File: src/rtl/detector_cor_rgb.sv
// detector_cor_rgb -- stable RGB colour detector with handshake delivery.
// A colour pattern must stay identical for ESTAVEL consecutive samples
// before its one-hot code is delivered; the consumer acknowledges it with
// i_reconhece.
// Optional feature macro: DETECTOR_COR_ERRO_EN enables the o_erro pulse
// for a stable unmapped pattern. Without it o_erro is tied low.
module detector_cor_rgb #(
    parameter int ESTAVEL = 4
) (
    input  logic       i_clock,
    input  logic       i_reset,
    input  logic       i_habilita,
    input  logic [2:0] i_leds_rgb,
    input  logic       i_reconhece,
    output logic [3:0] o_codigo,
    output logic       o_valido,
    output logic       o_erro
);

    // Minimum width that holds ESTAVEL-1; ESTAVEL >= 2 keeps this >= 1.
    localparam int CW = $clog2(ESTAVEL);
    localparam logic [CW-1:0] LIMITE = CW'(ESTAVEL - 1);

`ifdef DETECTOR_COR_ERRO_EN
    localparam logic ERRO_EN = 1'b1;
`else
    localparam logic ERRO_EN = 1'b0;
`endif

    typedef enum logic [1:0] {
        INICIAL = 2'd0,
        FILTRA  = 2'd1,
        ENTREGA = 2'd2,
        LIBERA  = 2'd3
    } estado_t;

    estado_t         r_estado;
    estado_t         w_estado;
    logic [2:0]      r_amostra;
    logic [2:0]      w_amostra;
    logic [CW-1:0]   r_contador;
    logic [CW-1:0]   w_contador;
    logic [3:0]      r_codigo;
    logic [3:0]      w_codigo;
    logic            r_valido;
    logic            w_valido;
    logic            r_erro;
    logic            w_erro;
    logic [3:0]      w_mapa;

    // Colour pattern to one-hot code; 0000 marks an unmapped pattern.
    function automatic logic [3:0] f_mapeia(input logic [2:0] padrao);
        logic [3:0] codigo;
        case (padrao)
            3'b100:  codigo = 4'b1000;   // verde
            3'b101:  codigo = 4'b0100;   // amarelo
            3'b010:  codigo = 4'b0010;   // azul
            3'b001:  codigo = 4'b0001;   // vermelho
            default: codigo = 4'b0000;
        endcase
        return codigo;
    endfunction

    assign w_mapa = f_mapeia(r_amostra);

    // Next-state and next-output logic; every register holds unless changed.
    always_comb begin
        w_estado   = r_estado;
        w_amostra  = r_amostra;
        w_contador = r_contador;
        w_codigo   = r_codigo;
        w_valido   = r_valido;
        w_erro     = 1'b0;
        case (r_estado)
            INICIAL: begin
                w_codigo = 4'b0000;
                w_valido = 1'b0;
                if (i_habilita && (i_leds_rgb != 3'b000)) begin
                    w_amostra  = i_leds_rgb;
                    w_contador = CW'(1);
                    w_estado   = FILTRA;
                end else begin
                    w_estado   = INICIAL;
                end
            end
            FILTRA: begin
                if (!i_habilita) begin
                    w_contador = '0;
                    w_estado   = INICIAL;
                end else if (i_leds_rgb == 3'b000) begin
                    w_contador = '0;
                    w_estado   = INICIAL;
                end else if (i_leds_rgb != r_amostra) begin
                    // A different colour restarts the stability window.
                    w_amostra  = i_leds_rgb;
                    w_contador = CW'(1);
                end else if (r_contador < LIMITE) begin
                    w_contador = r_contador + CW'(1);
                end else begin
                    // ESTAVEL-th identical sample: deliver or flag.
                    w_contador = '0;
                    if (w_mapa != 4'b0000) begin
                        w_codigo = w_mapa;
                        w_valido = 1'b1;
                        w_estado = ENTREGA;
                    end else begin
                        w_erro   = ERRO_EN;
                        w_estado = LIBERA;
                    end
                end
            end
            ENTREGA: begin
                if (i_reconhece) begin
                    w_codigo = 4'b0000;
                    w_valido = 1'b0;
                    w_estado = LIBERA;
                end else begin
                    w_estado = ENTREGA;
                end
            end
            LIBERA: begin
                // A held colour must go dark before it can be seen again.
                if (i_leds_rgb == 3'b000) begin
                    w_estado = INICIAL;
                end else begin
                    w_estado = LIBERA;
                end
            end
            default: begin
                w_estado   = INICIAL;
                w_contador = '0;
                w_codigo   = 4'b0000;
                w_valido   = 1'b0;
            end
        endcase
    end

    // State and registered outputs, with synchronous reset overriding all.
    always_ff @(posedge i_clock) begin
        if (i_reset) begin
            r_estado   <= INICIAL;
            r_amostra  <= 3'b000;
            r_contador <= '0;
            r_codigo   <= 4'b0000;
            r_valido   <= 1'b0;
            r_erro     <= 1'b0;
        end else begin
            r_estado   <= w_estado;
            r_amostra  <= w_amostra;
            r_contador <= w_contador;
            r_codigo   <= w_codigo;
            r_valido   <= w_valido;
            r_erro     <= w_erro;
        end
    end

    assign o_codigo = r_codigo;
    assign o_valido = r_valido;
    assign o_erro   = r_erro;

endmodule

File: config.mk
export PLATFORM = sky130hd
export DESIGN_NAME = detector_cor_rgb
export DESIGN_NICKNAME = d
export VERILOG_FILES = /design/src/rtl/detector_cor_rgb.sv
export SDC_FILE = /design/constraint.sdc
export NUM_CORES = 1
export LEC_CHECK = 0
export BUFFER_PORTS_ARGS = -buffer_cell sky130_fd_sc_hd__buf_2
export CAP_MARGIN = 20
export CORE_MARGIN = 10
export CORE_UTILIZATION = 50
export CTS_BUF_LIST = sky130_fd_sc_hd__clkbuf_4
export DETAILED_ROUTE_END_ITERATION = 16
export GPL_TIMING_DRIVEN = 0
export PLACE_DENSITY_LB_ADDON = 0.15
export SLEW_MARGIN = 0
export SYNTH_ARGS = -nofsm -noshare
export SYNTH_HDL_FRONTEND = slang
export SYNTH_SLANG_ARGS = --single-unit
File: constraint.sdc
create_clock -name i_clock -period 1.6 [get_ports i_clock]
set_input_delay 0.16 -clock i_clock [delete_from_list [all_inputs] [get_ports i_clock]]
set_output_delay 0.16 -clock i_clock [all_outputs]
set_load 0.005 [all_outputs]
Word level (Yosys, flattened, before mapping)
Cells that the tools add are included.
- bits in registers: 12
- bits in latches: 0
- bits in writable memories: 0
- bits in read-only memories: 0
- input port bits: 7
- output and inout port bits: 6
- word-level logic and storage cells: 71
- memories kept: 0
- add/subtract/negate cells: 1
- multipliers: 0
- divide/modulo/power cells: 0
- $lt $le $gt $ge: 1
- equal/unequal tests: 18
- shift operators: 0
- mux-type cells: 35
- bitwise logic cells: 0
- reductions and logical operators: 11
- operators with widths (operator ; count):
    2-to-1 mux 4 bit ; 6
    2-to-1 mux 2 bit ; 10
    inequality test 2 bit, second input constant ; 8
    one-hot mux 4 bit (4 select lines) ; 1
    2-to-1 mux 3 bit ; 4
    one-hot mux 4 bit (3 select lines) ; 1
    2-to-1 mux 1 bit ; 9
    inequality test 4 bit, second input constant ; 2
    one-hot mux 2 bit (4 select lines) ; 1
    AND reduction 7 bit ; 1
    == test 3 bit, second input constant ; 2
    one-hot mux 3 bit (2 select lines) ; 1
    nonzero test 3 bit ; 2
    AND reduction 5 bit ; 1
    == test 2 bit, second input constant ; 2
    one-hot mux 2 bit (2 select lines) ; 1
    AND reduction 2 bit ; 2
    nonzero test 4 bit ; 1
    == test 3 x 1 -> 1 bit, second input constant ; 1
    == test 3 x 2 -> 1 bit, second input constant ; 1
    logical NOT 3 bit ; 1
    inequality test 3 bit ; 1
    one-hot mux 1 bit (3 select lines) ; 1
    adder 2 x 1 -> 2 bit, second input constant ; 1
    other kinds (5) ; 5

Logic depth before layout (Yosys ltp)
- depth in word-level cells: 9
- depth in mapped cells: 5
- depth with buffers taken out: 5

Worst setup path after synthesis
Ideal clock, no wire load.
- path type: flip-flop to flip-flop
- start: register r_amostra[1]
- end: register r_codigo[2], in the netlist o_codigo[2]
- library setup time: 0.125 ns
- data arrival time: 1.518 ns
- required time: 1.475 ns
- slack: -0.043 ns
- cell stages (with the launch flop): 6
- buffers on the path: 1
- period minus slack after synthesis: 1.643 ns
- cells stage by stage: dfxtp_1 buf_6 xor2_1 or4_4 a221oi_4 o22ai_1
- word-level cells in the longest chain between the ends: 8
- elaborated cells between the ends (all ways): 16
- those cells by class: 7 x eq/ne; 7 x mux; 2 x reduce/logical
- RTL lines (what ; RTL line ; text):
    start: declaration ; 39 ; logic [2:0] r_amostra;
    start signal: assignment ; 149 ; r_amostra <= w_amostra;
    == test 3 x 1 -> 1 bit (tied with other cells) ; 54 ; case (padrao)
    one-hot mux 4 bit (4 select lines) ; 54 ;
    2-to-1 mux 4 bit ; 102 ; if (w_mapa != 4'b0000) begin
    2-to-1 mux 4 bit ; 97 ; end else if (r_contador < LIMITE) begin
    2-to-1 mux 4 bit ; 93 ; end else if (i_leds_rgb != r_amostra) begin
    2-to-1 mux 4 bit ; 90 ; end else if (i_leds_rgb == 3'b000) begin
    2-to-1 mux 4 bit ; 87 ; if (!i_habilita) begin
    one-hot mux 4 bit (3 select lines) ; 74 ; case (r_estado)
    end signal: assignment ; 151 ; r_codigo <= w_codigo;
    end: declaration ; 43 ; logic [3:0] r_codigo;
Several ways; a longest one is shown, not always the timed one. The select of a mux whose other input is x is not followed.
A chain may end at the register's enable or synchronous reset.

Worst setup path after layout
- start: register r_amostra[0]
- end: register r_codigo[3], in the netlist o_codigo[3]
The elaborated chain is that of the path after synthesis.

==> flow_metrics.py <==
metrics = {
    "outcome": {
        "outcome": "finished with violations",
        "violations": "setup timing",
    },
    "clocking": {
        "worstSkewPairLatency_ns": 0.27,
        "clk_pin_slew_ns": 0.09,
        "cts_made_buffers": 3,
        "htreeDepth": 1,
        "cts_tree": "built",
        "cts_sinks": 12,
        "holdBufCountCts": 0,
        "root_buffer": "clkbuf_4",
        "clk_path_buf_depth": 2,
    },
    "critical_path": {
        "crit_family": "simple AND/OR/NAND/NOR gates",
        "crit_path_max_incr_delay_ns": 0.51,
        "cp.arrival_ns": 1.79,
        "worst-path-buf-inv": 0,
        "path_cells": "xor2_2 -> or4_4 -> a221oi_4 -> o22ai_1",
        "worst-setup-path-type": "reg -> reg",
        "worst_setup_path_start_kind": "flop",
        "path_max_fanout": 4,
        "end_kind": "flop",
        "cp_data_required_time_ns": 1.74,
        "slowest_stage": "or4_4",
    },
    "placed_design": {
        "io_buffers": 10,
        "hpwlAfterDp_mm": 1.105,
        "gp_congestion": 0.7713,
    },
    "grt": {
        "grt_pass1_vias": 623,
        "grt-ovfl-total": 0,
        "grt_max_degree": 11,
        "grt_first_pass_wirelength_mm": 2.787,
        "antenna_found_initial": 0,
        "grt_util_all_layers_pct": 10.44,
    },
    "synthesis": {
        "ys_ff_latch": 12,
        "yosys.area.top_type": "dfxtp_1",
        "yosysWarnings": 0,
        "netlist_area_um2": 671.9,
        "synth_flop_cell": "dfxtp_1",
        "synth.avg_cell_area_um2": 8.399,
        "yosysMostFrequentCell": "dfxtp_1",
        "syn_inst": 80,
        "synth-seq-area-share_pct": 35.75,
        "netlist_top_cells_count": "dfxtp_1, nand2_1, nor2_1, nor3_1",
        "synth_nets": 88,
        "synthDistinctLibCells": 34,
        "synthArstFlopShare_pct": 0,
        "synth_top_area_share_pct": 35.75,
        "yosys-top-cells-area": "dfxtp_1, nand2_1, xor2_1",
        "synth_edf_count": 0,
    },
    "die": {
        "die_x_um": 56.66,
        "die_h_um": 56.66,
        "ios": 13,
        "rows": 13,
        "dieArea_um2": 3210,
        "core-area_um2": 1285,
        "initial_core_util_pct": 52.29,
    },
    "sta": {
        "tightestPinTransition_ns": 0.5139,
        "setup-violations-final": 4,
        "max_slew_margin_pct": 65.45,
        "setup_slack_ns": -0.04410,
        "whs_ns": 0.1899,
        "max_freq_mhz": 608.2,
        "skew_ns": 0.008168,
        "period_needed_ns": 1.644,
        "rsz0062_at_grt": "true",
        "finalHoldViolCount": 0,
        "fin_crit_sh_pct": 102.8,
        "drv_slew": 0,
    },
    "cells_and_area": {
        "multiInputGateArea_um2": 484.2,
        "seq_area_um2": 255.2,
        "drive_above_1_share_pct": 40.00,
        "antennaDiodeCount": 0,
        "n_fill_cell": 94,
        "area_delta_synth_final_pct": 37.62,
        "fin_nets": 109,
        "fin_util_pct": 71.96,
    },
    "power": {
        "internal_power_mw": 0.4568,
        "p_seq_share_pct": 48.6,
        "p_comb_share_pct": 21.2,
        "vdd_drop_max_mv": 0.6603,
        "power_frac_clock_pct": 30.1,
        "p_sw_share_pct": 30.37,
        "p_per_area_nw_per_um2": 709.5,
        "switching_power_mw": 0.1992,
        "p_leak_nw": 0.3559,
    },
    "route": {
        "via_per_inst": 5.730,
        "routed_wl_mm": 1.716,
        "wl_per_cell_um": 14.92,
        "drt_iter0_drc": 32,
        "postRouteAntennaNets": 0,
        "first_pass_iters": 4,
        "drc": 0,
        "vias": 659,
    },
    "hold_path": {
        "hp-class": "in -> reg",
    },
    "run": {
        "max-cap-violations": 0,
    },
}
-- path summary, 6_finish.rpt --
path,from,to,slack (ns),depth (start not counted)
worst min-delay path,i_leds_rgb[0],r_amostra[0]$_SDFFE_PP0P_,0.19,3
worst max register to register,r_amostra[0]$_SDFFE_PP0P_,o_codigo[3]$_SDFFE_PP0P_,-0.04,4
worst min register to register,o_codigo[0]$_SDFFE_PP0P_,o_codigo[0]$_SDFFE_PP0P_,0.45,2
worst max-delay path,r_amostra[0]$_SDFFE_PP0P_,o_codigo[3]$_SDFFE_PP0P_,-0.04,4
-- per-stage QoR --
stage | total power [mW] | std cells | setup TNS [ns] | area [um^2] | setup WS (ns)
2_1_floorplan | 0.3988 | 80 | -0.008007 | 688.2 | -0.008007
3_3_place_gp | 0.4227 | 105 | -0.8025 | 757.0 | -0.1523
3_5_place_dp | 0.4258 | 105 | -0.8648 | 757.0 | -0.1473
4_1_cts | 0.6433 | 113 | -0.04221 | 880.8 | -0.03287
5_1_grt | 0.6808 | 115 | -0.3573 | 924.6 | -0.08969
6_report | 0.6560 | 115 | -0.09080 | 924.6 | -0.04410
-- state kept, by name, indices dropped and copies added, names as in the netlist --
register and count:
r_estado 2, o_valido 1, r_amostra 3, o_codigo 4, r_contador 2
-- worst min-delay path, cell delays in order --
cell and delay (ns):
buf_2 0.15, nand2_1 0.07, a21oi_1 0.05
-- power by group through the flow --
| stage | sequential [mW] | clock (mW) | combinational [mW] |
|---|---|---|---|
| 2_1_floorplan | 0.320 | 0 | 0.0783 |
| 3_3_place_gp | 0.322 | 0 | 0.101 |
| 3_5_place_dp | 0.322 | 0 | 0.104 |
| 4_1_cts | 0.318 | 0.197 | 0.128 |
| 5_1_grt | 0.320 | 0.208 | 0.152 |
| 6_report | 0.319 | 0.197 | 0.139 |
-- repair_timing --
item                                    CTS  global route
resized for setup                        13             5
setup buffers                             7             2
endpoints found under the setup margin    8             9
pin swaps                                 4             1
-- cell type report --
cell class                      count  share of cell area (%)
Multi-Input combinational cell     60                   52.37
Sequential cell                    12                   27.60
Timing Repair Buffer               19                   12.72
Clock buffer                        3                   2.436
Tap cell                           15                   2.030
Buffer                              2                   1.218
Inverter                            3                   1.218
Clock inverter                      1                  0.4060
-- cell families (layout without fill, tap and decap cells) --
logic type | after synthesis | after routing | synth area share (%)
AOI/OAI and AO/OA | 19 | 19 | 21.79
xor gates and xnor gates | 5 | 5 | 6.517
adders and majority gates | 1 | 1 | 1.862
buffers and inverters | 8 | 28 | 6.145
DFF | 12 | 12 | 35.75
muxes | 3 | 3 | 4.469
other | 1 | 1 | 0.5581
and+or+nand+nor | 31 | 31 | 22.91
-- metal layers --
metal  vias up  GRT usage (%)  share of wire, %
li1        325              -                 -
met1       311          11.35                41
met2        21          18.34                52
met3         2          2.921               6.5
met4         0          4.124              0.70
met5         -              0                 0
-- cells in the final DEF (no fill, tap or decap), types with 3 or more instances in the layout --
cell type and instances:
a21oi_1 4, buf_2 10, buf_4 10, clkbuf_4 3
dfxtp_1 6, dfxtp_2 3, dfxtp_4 3, mux2i_1 3
nand2_1 10, nor2_1 8, nor3_1 4
(Power assumes the default switching activity.)
